--- config.mk ---
export PLATFORM = sky130hd
export DESIGN_NAME = stage_mux
export DESIGN_NICKNAME = d
export VERILOG_FILES = /design/src/rtl/stage_mux.sv
export SDC_FILE = /design/constraint.sdc
export NUM_CORES = 1
export LEC_CHECK = 0
export CAP_MARGIN = 15
export CORE_ASPECT_RATIO = 0.8
export CORE_MARGIN = 2
export CORE_UTILIZATION = 33
export DETAILED_ROUTE_END_ITERATION = 8
export GPL_TIMING_DRIVEN = 0
export PLACE_DENSITY_LB_ADDON = 0.1
export SETUP_SLACK_MARGIN = 0.5
export SLEW_MARGIN = 20
export SYNTH_ARGS = -nofsm -noshare
export SYNTH_HDL_FRONTEND = slang
export SYNTH_SLANG_ARGS = --single-unit
--- constraint.sdc ---
create_clock -name clk -period 2.5 [get_ports clk]
set_input_delay 0.375 -clock clk [delete_from_list [all_inputs] [get_ports clk]]
set_output_delay 0.375 -clock clk [all_outputs]
set_load 0.05 [all_outputs]
--- src/rtl/stage_mux.sv ---
// N-way WIDTH-bit selector feeding a 2-entry registered skid buffer with valid/ready on both sides.
// in_ready and out_valid are flop outputs derived from the next state.
module stage_mux #(
  parameter int unsigned      WIDTH     = 32,
  parameter int unsigned      N         = 4,
  parameter int unsigned      SEL_W     = $clog2(N),
  parameter logic [WIDTH-1:0] RESET_VAL = '0
) (
  input  logic               clk,
  input  logic               rst,
  input  logic [N*WIDTH-1:0] in_data,
  input  logic [SEL_W-1:0]   sel,
  input  logic               in_valid,
  output logic               in_ready,
  input  logic               flush,
  output logic [WIDTH-1:0]   out_data,
  output logic               out_valid,
  input  logic               out_ready,
  output logic               sel_err
);

  typedef enum logic [1:0] {StEmpty, StOne, StFull} state_e;

  state_e           state_q, state_d;
  logic [WIDTH-1:0] main_q, skid_q;
  logic [WIDTH-1:0] sel_word;
  logic             sel_oob;
  logic             accept, pop;

  assign accept   = in_valid & in_ready;
  assign pop      = out_valid & out_ready;
  assign out_data = main_q;

  // Out-of-range selects fall back to word 0 and are flagged.
  always_comb begin
    sel_word = in_data[WIDTH-1:0];
    sel_oob  = 1'b1;
    for (int i = 0; i < int'(N); i++) begin
      if (sel == SEL_W'(i)) begin
        sel_word = in_data[i*WIDTH +: WIDTH];
        sel_oob  = 1'b0;
      end
    end
  end

  always_comb begin
    state_d = state_q;
    case (state_q)
      StEmpty: if (accept) state_d = StOne;
      StOne: begin
        if (accept && !pop)      state_d = StFull;
        else if (!accept && pop) state_d = StEmpty;
      end
      StFull:  if (pop) state_d = StOne;
      default: state_d = StEmpty;
    endcase
    if (flush) state_d = StEmpty;
  end

  always_ff @(posedge clk) begin
    if (rst) begin
      state_q   <= StEmpty;
      in_ready  <= 1'b1;
      out_valid <= 1'b0;
      main_q    <= RESET_VAL;
      skid_q    <= '0;
      sel_err   <= 1'b0;
    end else begin
      state_q   <= state_d;
      in_ready  <= (state_d != StFull);
      out_valid <= (state_d != StEmpty);
      if (accept && sel_oob) sel_err <= 1'b1;
      // A flush discards the incoming word and leaves main_q holding its last value.
      if (!flush) begin
        if (state_q == StFull) begin
          if (pop) main_q <= skid_q;
        end else if (accept) begin
          if (state_q == StOne && !pop) skid_q <= sel_word;
          else                          main_q <= sel_word;
        end
      end
    end
  end

endmodule
==> results.py, run 1 <==
metrics = {
    "power": {
        "worst_voltage_drop_across_the_vdd_grid_v": 0.000271,
        "p_leak_uw": 0.00198,
        "power.density_nw_per_um2": 548,
    },
    "drt": {
        "route.detailed.vias_per_inst": 5.06,
        "drt_pre_antenna_iters": 4,
        "routed_wire_length_per_instance_um": 16.1,
        "detail_route.drc_violations": 0,
        "wirelength_mm": 11.4,
        "ant_nets": 0,
        "drt_initial_violations": 123,
        "via_count": 3569,
    },
    "logic_synthesis": {
        "ys.warnings.count": 0,
        "syn-cell-area_um2": 3470,
        "synth_area_per_cell_um2": 9.07,
        "synth_sequential_area_ratio": 0.398,
        "synth_seq_cells": 69,
        "postSynth.asyncResetShare": 0,
        "synthCells": 383,
        "synth_enable_flop_cells": 0,
        "postSynthNetCount": 518,
        "synthFlopType": "dfxtp_1",
        "yosys.cell_types.count": 24,
    },
    "hold_path": {
        "worst_hold_startpoint": "skid_q[28]",
        "holdCritPathClass": "register to register",
        "whs_endpoint": "skid_q[28]",
        "hold_path_depth": 2,
    },
    "cts": {
        "clk_latency_ns": 0.32,
        "clock_sinks": 69,
        "clk_pin_slew_ns": 0.05,
        "h-tree-depth": 3,
        "tritoncts": "done",
        "cts-root-to-sink-buffers": 2,
        "clock-root-buffer": "clkbuf_16",
        "number_of_clock_buffers_inserted_by_tritoncts": 9,
        "hold_buffers": 0,
    },
    "grt": {
        "first_global_vias": 3463,
        "gr-usage-all-layers": 0.198,
        "global_route_wire_length_before_repair_mm": 17.4,
        "grt_start_max_net_pins": 11,
        "globalRouteOverflowTotal": 0,
        "antenna_found_initial": 0,
    },
    "worst_setup_path": {
        "end_kind": "register",
        "critical-path-slowest-cell": "or4_1",
        "worst_path_largest_cell_delay_ns": 0.52,
        "r2r.worst_path.cells": 5,
        "cp_data_required_time_ns": 2.69,
        "cp.arrival_ns": 2.08,
        "timing.critical_path.cells": "clkdlybuf4s50_1, nand2_2, or4_1, clkbuf_1, buf_2, nand2_1, a21oi_1",
        "critical_path_cell_count": 7,
        "critical_path_s_top_delay_family": "buffers and inverters",
        "setup.worst_path.class": "input port to register",
        "crit-reg2reg-launch": "state_q[1]",
        "timing.rr.end": "out_data[15]",
        "crit_path_max_fanout": 10,
        "r2r_slack_ns": 0.67,
        "path_buf_inv": 3,
        "crit_path_start": "in_valid",
        "start_kind": "input port",
    },
    "sta": {
        "period_share": 0.756,
        "final.hold.worst_slack_ns": 0.455,
        "skew_ns": 0.00407,
        "finalCriticalPeriod_ns": 1.89,
        "tightestPinTransition_ns": 0.596,
        "worst_slew_margin_rel": 0.602,
        "timing.final.max_slew_violations": 0,
        "timing.final.hold_violations": 0,
        "max_freq_mhz": 529,
        "setup_viol_count_final": 0,
        "totalNegativeSetupSlack_ns": 0,
        "setup_repair_after_global_routing_missed_its_margin": "yes",
    },
    "place": {
        "placement.io_buffers": 167,
        "detailed_place.area_um2": 5320,
        "dp_cell_count": 690,
        "globalplace.congestion": 0.778,
        "dp_hpwl_mm": 8.68,
    },
    "job": {
        "cap_viol_max_count": 0,
    },
    "final_layout": {
        "top_library_cells_by_usage_in_the_layout_fill_and_taps_aside": "clkdlybuf4s50_1 (167), nand2_1 (130), dfxtp_1 (68), a21oi_1 (33)",
        "finalInstanceArea_um2": 5630,
        "nets": 698,
        "finish.cell_count_without_fillers": 705,
        "antenna_cells_inserted": 0,
        "final_layout_size_suffix_gt1_frac": 0.127,
        "final_common_cell": "clkdlybuf4s50_1",
        "synthToLayoutAreaGrowth_pct": 62.0,
        "fillers": 954,
    },
    "die": {
        "die-height_um": 95.7,
        "die_width_um": 119,
        "core_area_um2": 10200,
        "number_of_standard_cell_rows_in_the_floorplan": 33,
        "initial_utilization": 0.339,
        "dieArea_um2": 11400,
        "design.portCount": 170,
    },
    "outcome": {
        "run_status": "completed",
    },
}
## cell usage after synthesis (2+ instances only)
master,number,area (um2)
clkbuf_1,25,93.8
buf_6,3,33.8
nand2b_1,2,12.5
nand2_1,131,492
nor3_1,2,10.0
dfxtp_1,69,1380
a21oi_1,33,165
o21ai_0,2,10.0
a311oi_1,31,272
nor2_1,32,120
mux4_2,32,721
nor2b_1,2,12.5
buf_2,8,40.0
## metrics by stage
stage	total power, uW	worst slack (ns)	util
floorplan	1610	0.700	-
global placement	1970	0.106	0.520
detailed placement	1980	0.0624	0.520
CTS	3100	0.520	0.548
global route	3200	0.493	0.549
finish	3080	0.610	0.549
## worst max-delay path by stage
stage | end | slack (ns)
6_report | skid_q[14] | 0.61
5_1_grt | skid_q[9] | 0.49
4_1_cts | out_data[15] | 0.52
3_5_place_dp | out_data[31] | 0.06
3_3_place_gp | skid_q[6] | 0.11
2_1_floorplan | skid_q[0] | 0.70
## timing repair
| item | CTS | global route |
|---|---|---|
| gates resized for setup | 8 | 7 |
| endpoints found under the setup margin | 53 | 39 |
| buffers inserted | 2 | 0 |
## report_power, final
group / internal (uW) / switching, uW
Combinational: 404 / 379
Clock: 679 / 437
Sequential: 1150 / 28.1
Total: 2240 / 845
## final cells by class
cell class              count  area (um2)  area share
clock inverters             2        12.5     0.00222
clock buffers              11         243      0.0431
multi-input cells         277        1930       0.343
well taps                 140         175      0.0311
plain buffers              36         179      0.0318
repair buffers            169        1700       0.302
flip-flops and latches     69        1380       0.246
inverters                   1        3.75    0.000667
## tightest hold or removal path, cell delays in order, from the launching register on
cell and delay [ns]:
dfxtp_1 0.31, nand2_1 0.05, a21oi_1 0.05
## per-layer routing
layer | up-vias | routed length (um) | track usage
li1 | 1719 | - | -
met1 | 1705 | 4910 | 0.251
met2 | 136 | 5410 | 0.334
met3 | 9 | 927 | 0.0622
met4 | 0 | 99 | 0.0466
met5 | - | 0 | 0
## state kept, by name, summed over array words and instances, names as in the netlist
name,flops
out_data,32
state_q,2
skid_q,32
out_valid,1
sel_err,1
in_ready,1
## cells by family (layout without fill, tap and decap cells)
family,after synthesis,count (layout),share of synthesized area
AND/OR/NAND/NOR,173,173,0.196
AO/OA/AOI/OAI,71,71,0.147
flip-flops,69,69,0.398
buffers and inverters,37,219,0.0494
multiplexers,32,32,0.208
XOR/XNOR,1,1,0.00252
(Power assumes the default switching activity.)
==> inputs of run 2 (changes only) <==
Clock period 2.5 ns to 1.7 ns, I/O delays scaled along.
==> run 2 against run 1 <==
  * Critical path depth unchanged
  * Register-to-register slack got worse by 0.64 ns
  * Via count up 2.4%
  * Sequential power up 48%
  * Largest cell class unchanged
  * Highest routed layer unchanged
==> results.py, run 2 (synthesis gave the netlist of run 1 again) <==
metrics = {
    "outcome": {
        "run_status": "completed",
    },
    "die": {
        "core_area_um2": 10200,
        "die-height_um": 95.7,
        "die_width_um": 119,
        "initial_utilization": 0.339,
        "number_of_standard_cell_rows_in_the_floorplan": 33,
        "dieArea_um2": 11400,
        "design.portCount": 170,
    },
    "drt": {
        "ant_nets": 0,
        "detail_route.drc_violations": 0,
        "drt_initial_violations": 187,
        "route.detailed.vias_per_inst": 5.06,
        "drt_pre_antenna_iters": 4,
        "routed_wire_length_per_instance_um": 16.7,
        "wirelength_mm": 12.0,
        "via_count": 3655,
    },
    "final_layout": {
        "synthToLayoutAreaGrowth_pct": 74.3,
        "nets": 712,
        "finish.cell_count_without_fillers": 722,
        "final_core_util": 0.591,
        "top_library_cells_by_usage_in_the_layout_fill_and_taps_aside": "nand2_1 (129), clkdlybuf4s50_1 (129), dfxtp_1 (65), a21oi_1 (33), mux4_2 (32)",
        "antenna_cells_inserted": 0,
        "final_layout_size_suffix_gt1_frac": 0.287,
        "fillers": 925,
    },
    "worst_setup_path": {
        "critical-path-slowest-cell": "a221oi_4",
        "end_kind": "register",
        "setup.worst_path.class": "register to register",
        "timing.critical_path.cells": "nand2b_4, buf_8, a221oi_4, buf_6, clkbuf_16, nor2_4, a311oi_1",
        "start_kind": "register",
        "cp_data_required_time_ns": 1.94,
        "crit_path_max_fanout": 5,
        "cp.arrival_ns": 1.91,
        "worst_path_largest_cell_delay_ns": 0.38,
    },
    "cts": {
        "cts-root-to-sink-buffers": 2,
        "number_of_clock_buffers_inserted_by_tritoncts": 9,
        "clk_pin_slew_ns": 0.06,
        "clock_sinks": 69,
        "hold_buffers": 0,
        "h-tree-depth": 3,
        "tritoncts": "done",
        "clock-root-buffer": "clkbuf_16",
        "clk_latency_ns": 0.33,
    },
    "sta": {
        "finalCriticalPeriod_ns": 1.67,
        "setup_repair_after_global_routing_missed_its_margin": "yes",
        "tightestPinTransition_ns": 0.667,
        "timing.final.max_slew_violations": 0,
        "worst_slew_margin_rel": 0.555,
        "timing.final.ws_setup_ns": 0.0270,
        "max_freq_mhz": 598,
        "skew_ns": 0.00672,
        "period_share": 0.984,
        "timing.final.hold_violations": 0,
        "totalNegativeSetupSlack_ns": 0,
        "setup_viol_count_final": 0,
    },
    "grt": {
        "antenna_found_initial": 0,
        "global_route_wire_length_before_repair_mm": 18.0,
        "grt_start_max_net_pins": 12,
        "globalRouteOverflowTotal": 0,
        "first_global_vias": 3513,
        "gr-usage-all-layers": 0.204,
        "met3_track_demand_over_resource_in_global_routing": 0.0498,
        "grt_most_used_layer": "met2",
        "global_routing_met1_resource_utilization": 0.258,
        "global_routing_usage_on_met2": 0.350,
    },
    "power": {
        "internal_power_uw": 3400,
        "power.density_nw_per_um2": 783,
        "seq_power_share": 0.369,
        "power.share.combinational": 0.264,
        "total_power_uw": 4740,
        "p_leak_uw": 0.00227,
        "p_sw_frac": 0.283,
        "worst_voltage_drop_across_the_vdd_grid_v": 0.000465,
        "share_clk_of_total_power": 0.367,
        "power_switching_uw": 1340,
    },
    "job": {
        "cap_viol_max_count": 0,
    },
    "place": {
        "placement.io_buffers": 167,
        "dp_cell_count": 690,
        "dp_hpwl_mm": 8.74,
        "globalplace.congestion": 0.778,
        "placement.setup.worst_slack_ns": -0.636,
    },
    "hold_path": {
        "holdCritPathClass": "input port to register",
    },
}
[run 2: through the flow]
step	hold WS, ns	instance area (um2)
after floorplan	0.327	3560
after global placement	0.438	5400
after detailed placement	0.444	5400
after CTS	0.356	5670
after global routing	0.405	6050
final	0.352	6050
[run 2: path summary, 6_finish.rpt]
kind | slack (ns) | cells after the start | endpoint | from
worst max-delay path | 0.03 | 7 | out_data[15] | state_q[0]
worst min-delay path | 0.35 | 3 | in_ready | rst
worst max register to register | 0.03 | 7 | out_data[15] | state_q[0]
worst min register to register | 0.45 | 2 | skid_q[7] | skid_q[7]
[run 2: critical path, delay by kind of cell (launching register included)]
kind	cells	cell delay [ns]
compound gates	2	0.61
buf+inv	3	0.46
flops	1	0.35
simple gates	2	0.17
[run 2: layer usage]
layer | share of wire | vias to the layer above
met2 | 0.49 | 140
li1 | - | 1756
met1 | 0.43 | 1752
met5 | 0 | -
met4 | 0.0073 | 0
met3 | 0.077 | 7
[run 2: what timing repair did]
action / CTS / global route
cloned: 1 / 4
gates resized for setup: 209 / 78
buffers inserted: 7 / 4
pin swaps: 1 / 11
endpoints found under the setup margin: 102 / 90
[run 2: final cells by class]
type,count,area [um2],area share
repair buffers,183,1780,0.295
inverters,1,3.75,0.000620
flip-flops and latches,69,1390,0.230
well taps,140,175,0.0289
clock inverters,4,21.3,0.00352
multi-input cells,277,2120,0.351
plain buffers,36,293,0.0484
clock buffers,12,256,0.0424
[run 2: power groups by stage]
stage	logic [uW]	clock network (uW)	registers, uW
after floorplan	396	0	1990
after global placement	1140	0	1770
after detailed placement	1150	0	1770
after CTS	1140	1750	1730
after global routing	1330	1830	1760
final	1250	1740	1750
==> inputs of run 3 (changes only) <==
Settings changed: CORE_UTILIZATION 33 to 37.
==> run 3 against run 2 <==
  * Sequential power about the same
  * Register-to-register slack better by 0.03 ns
  * Sequential share of layout area up 0.36 points
  * Via count up 2.7%
  * Critical path type unchanged
==> results.py, run 3 (synthesis gave the netlist of run 1 again) <==
metrics = {
    "outcome": {
        "run_status": "completed",
    },
    "sta": {
        "skew_ns": 0.00307,
        "tightestPinTransition_ns": 0.591,
        "max_freq_mhz": 608,
        "setup_viol_count_final": 0,
        "timing.final.ws_setup_ns": 0.0539,
        "final.hold.worst_slack_ns": 0.409,
        "setup_repair_after_global_routing_missed_its_margin": "yes",
        "worst_slew_margin_rel": 0.606,
        "period_share": 0.968,
        "finalCriticalPeriod_ns": 1.65,
        "timing.final.max_slew_violations": 0,
        "timing.final.hold_violations": 0,
    },
    "place": {
        "dp_hpwl_mm": 8.35,
        "placement.io_buffers": 167,
        "globalplace.congestion": 0.767,
        "placement.setup.worst_slack_ns": -0.701,
    },
    "grt": {
        "grt_start_max_net_pins": 12,
        "globalRouteOverflowTotal": 0,
        "first_global_vias": 3791,
        "gr-usage-all-layers": 0.227,
        "global_route_wire_length_before_repair_mm": 18.4,
        "antenna_found_initial": 0,
    },
    "drt": {
        "detailroute.wirelength.met3_um": 886,
        "via_count": 3755,
        "detail_route.drc_violations": 0,
        "drt_initial_violations": 121,
        "top_layer_used": "met4",
        "wirelength_mm": 11.9,
        "ant_nets": 0,
        "detail_route.wirelength.met1_mm": 4.72,
        "route.detailed.vias_per_inst": 5.38,
        "routed_wire_length_per_instance_um": 17.0,
        "drt_pre_antenna_iters": 4,
        "routed_length_on_met2_mm": 5.99,
    },
    "final_layout": {
        "final_layout_size_suffix_gt1_frac": 0.259,
        "antenna_cells_inserted": 0,
        "final_common_cell": "clkdlybuf4s50_1",
        "synthToLayoutAreaGrowth_pct": 71.9,
        "top_library_cells_by_usage_in_the_layout_fill_and_taps_aside": "clkdlybuf4s50_1 (128), nand2_1 (127), dfxtp_1 (65), mux4_2 (32), a21oi_1 (32)",
        "final_core_util": 0.658,
        "nets": 714,
    },
    "cts": {
        "clk_pin_slew_ns": 0.06,
        "h-tree-depth": 3,
        "clock_sinks": 69,
        "hold_buffers": 0,
        "tritoncts": "done",
        "number_of_clock_buffers_inserted_by_tritoncts": 9,
        "clk_latency_ns": 0.33,
        "clock-root-buffer": "clkbuf_16",
        "cts-root-to-sink-buffers": 2,
    },
    "die": {
        "die-height_um": 90.6,
        "core_area_um2": 9080,
        "die_width_um": 112,
        "number_of_standard_cell_rows_in_the_floorplan": 31,
        "dieArea_um2": 10200,
        "initial_utilization": 0.383,
        "design.portCount": 170,
    },
    "power": {
        "power.density_nw_per_um2": 826,
        "worst_voltage_drop_across_the_vdd_grid_v": 0.000478,
        "p_leak_uw": 0.00227,
    },
    "worst_setup_path": {
        "timing.critical_path.cells": "nand2b_4, buf_8, a221oi_4, buf_12, buf_8, nor2_1, a311oi_1",
        "critical_path_s_top_delay_family": "compound AO/OA/AOI/OAI gates",
        "cp.arrival_ns": 1.87,
        "cp_data_required_time_ns": 1.92,
        "end_kind": "register",
        "crit_path_max_fanout": 10,
        "critical-path-slowest-cell": "dfxtp_4",
        "setup.worst_path.class": "register to register",
        "worst_path_largest_cell_delay_ns": 0.35,
        "path_buf_inv": 3,
        "start_kind": "register",
        "critical_path.most_common_cell": "buf_8",
    },
    "hold_path": {
        "holdCritPathClass": "input port to register",
    },
    "job": {
        "cap_viol_max_count": 0,
    },
}
run 3: cell count changes in the layout (fill, tap and decap cells not counted), moves of 3 or more:
cell	delta
buf_6	-6
clkbuf_2	-4
buf_4	+5
nor2_1	+12
buf_12	+3
a311oi_1	+10
nor2_4	-9
a311oi_2	-10
buf_2	+3
nor2_2	-3
run 3: area by class of cell:
cell class,instances,area (um2)
Multi-Input combinational cell,277,2020
Tap cell,115,144
Inverter,1,3.75
Buffer,36,330
Clock inverter,4,72.6
Clock buffer,11,243
Sequential cell,69,1400
Fill cell,758,3110
Timing Repair Buffer,185,1760
run 3: path summary, 6_finish.rpt:
kind / start / slack (ns) / cells past startpoint / end
worst max register to register: state_q[0] / 0.05 / 7 / out_data[31]
worst min-delay path: rst / 0.41 / 3 / in_ready
worst max-delay path: state_q[0] / 0.05 / 7 / out_data[31]
worst min register to register: skid_q[10] / 0.45 / 2 / skid_q[10]
run 3: power by group:
group	switching [uW]	leakage (uW)	internal, uW
clock network	681	0.000152	1310
registers	43.2	0.000565	1690
logic	583	0.00156	616
total	1310	0.00227	3620
run 3: per-layer routing:
metal  vias to the layer above  track usage
met3                        23       0.0631
met5                         -            0
met1                      1809        0.265
met2                       155        0.398
li1                       1768            -
met4                         0       0.0813
run 3: worst min-delay path: stages:
cell	delay [ns]
clkbuf_1	0.24
nor3_1	0.11
nand2_2	0.09
run 3: what timing repair did:
action                     4_1_cts  5_1_grt
pin swaps                        7        6
gates resized for setup        223       41
gates cloned                     1        2
buffers inserted                10        5
setup endpoints to repair      102       87
run 3: metrics by stage:
step	cells	setup TNS, ns	total power (uW)	instance area [um2]
global placement	665	-31.68	2900	5370
detailed placement	665	-34.86	2920	5370
floorplan	383	0	2380	3560
global route	698	-0.00420	5090	5970
CTS	691	0	4890	5770
finish	698	0	4930	5970
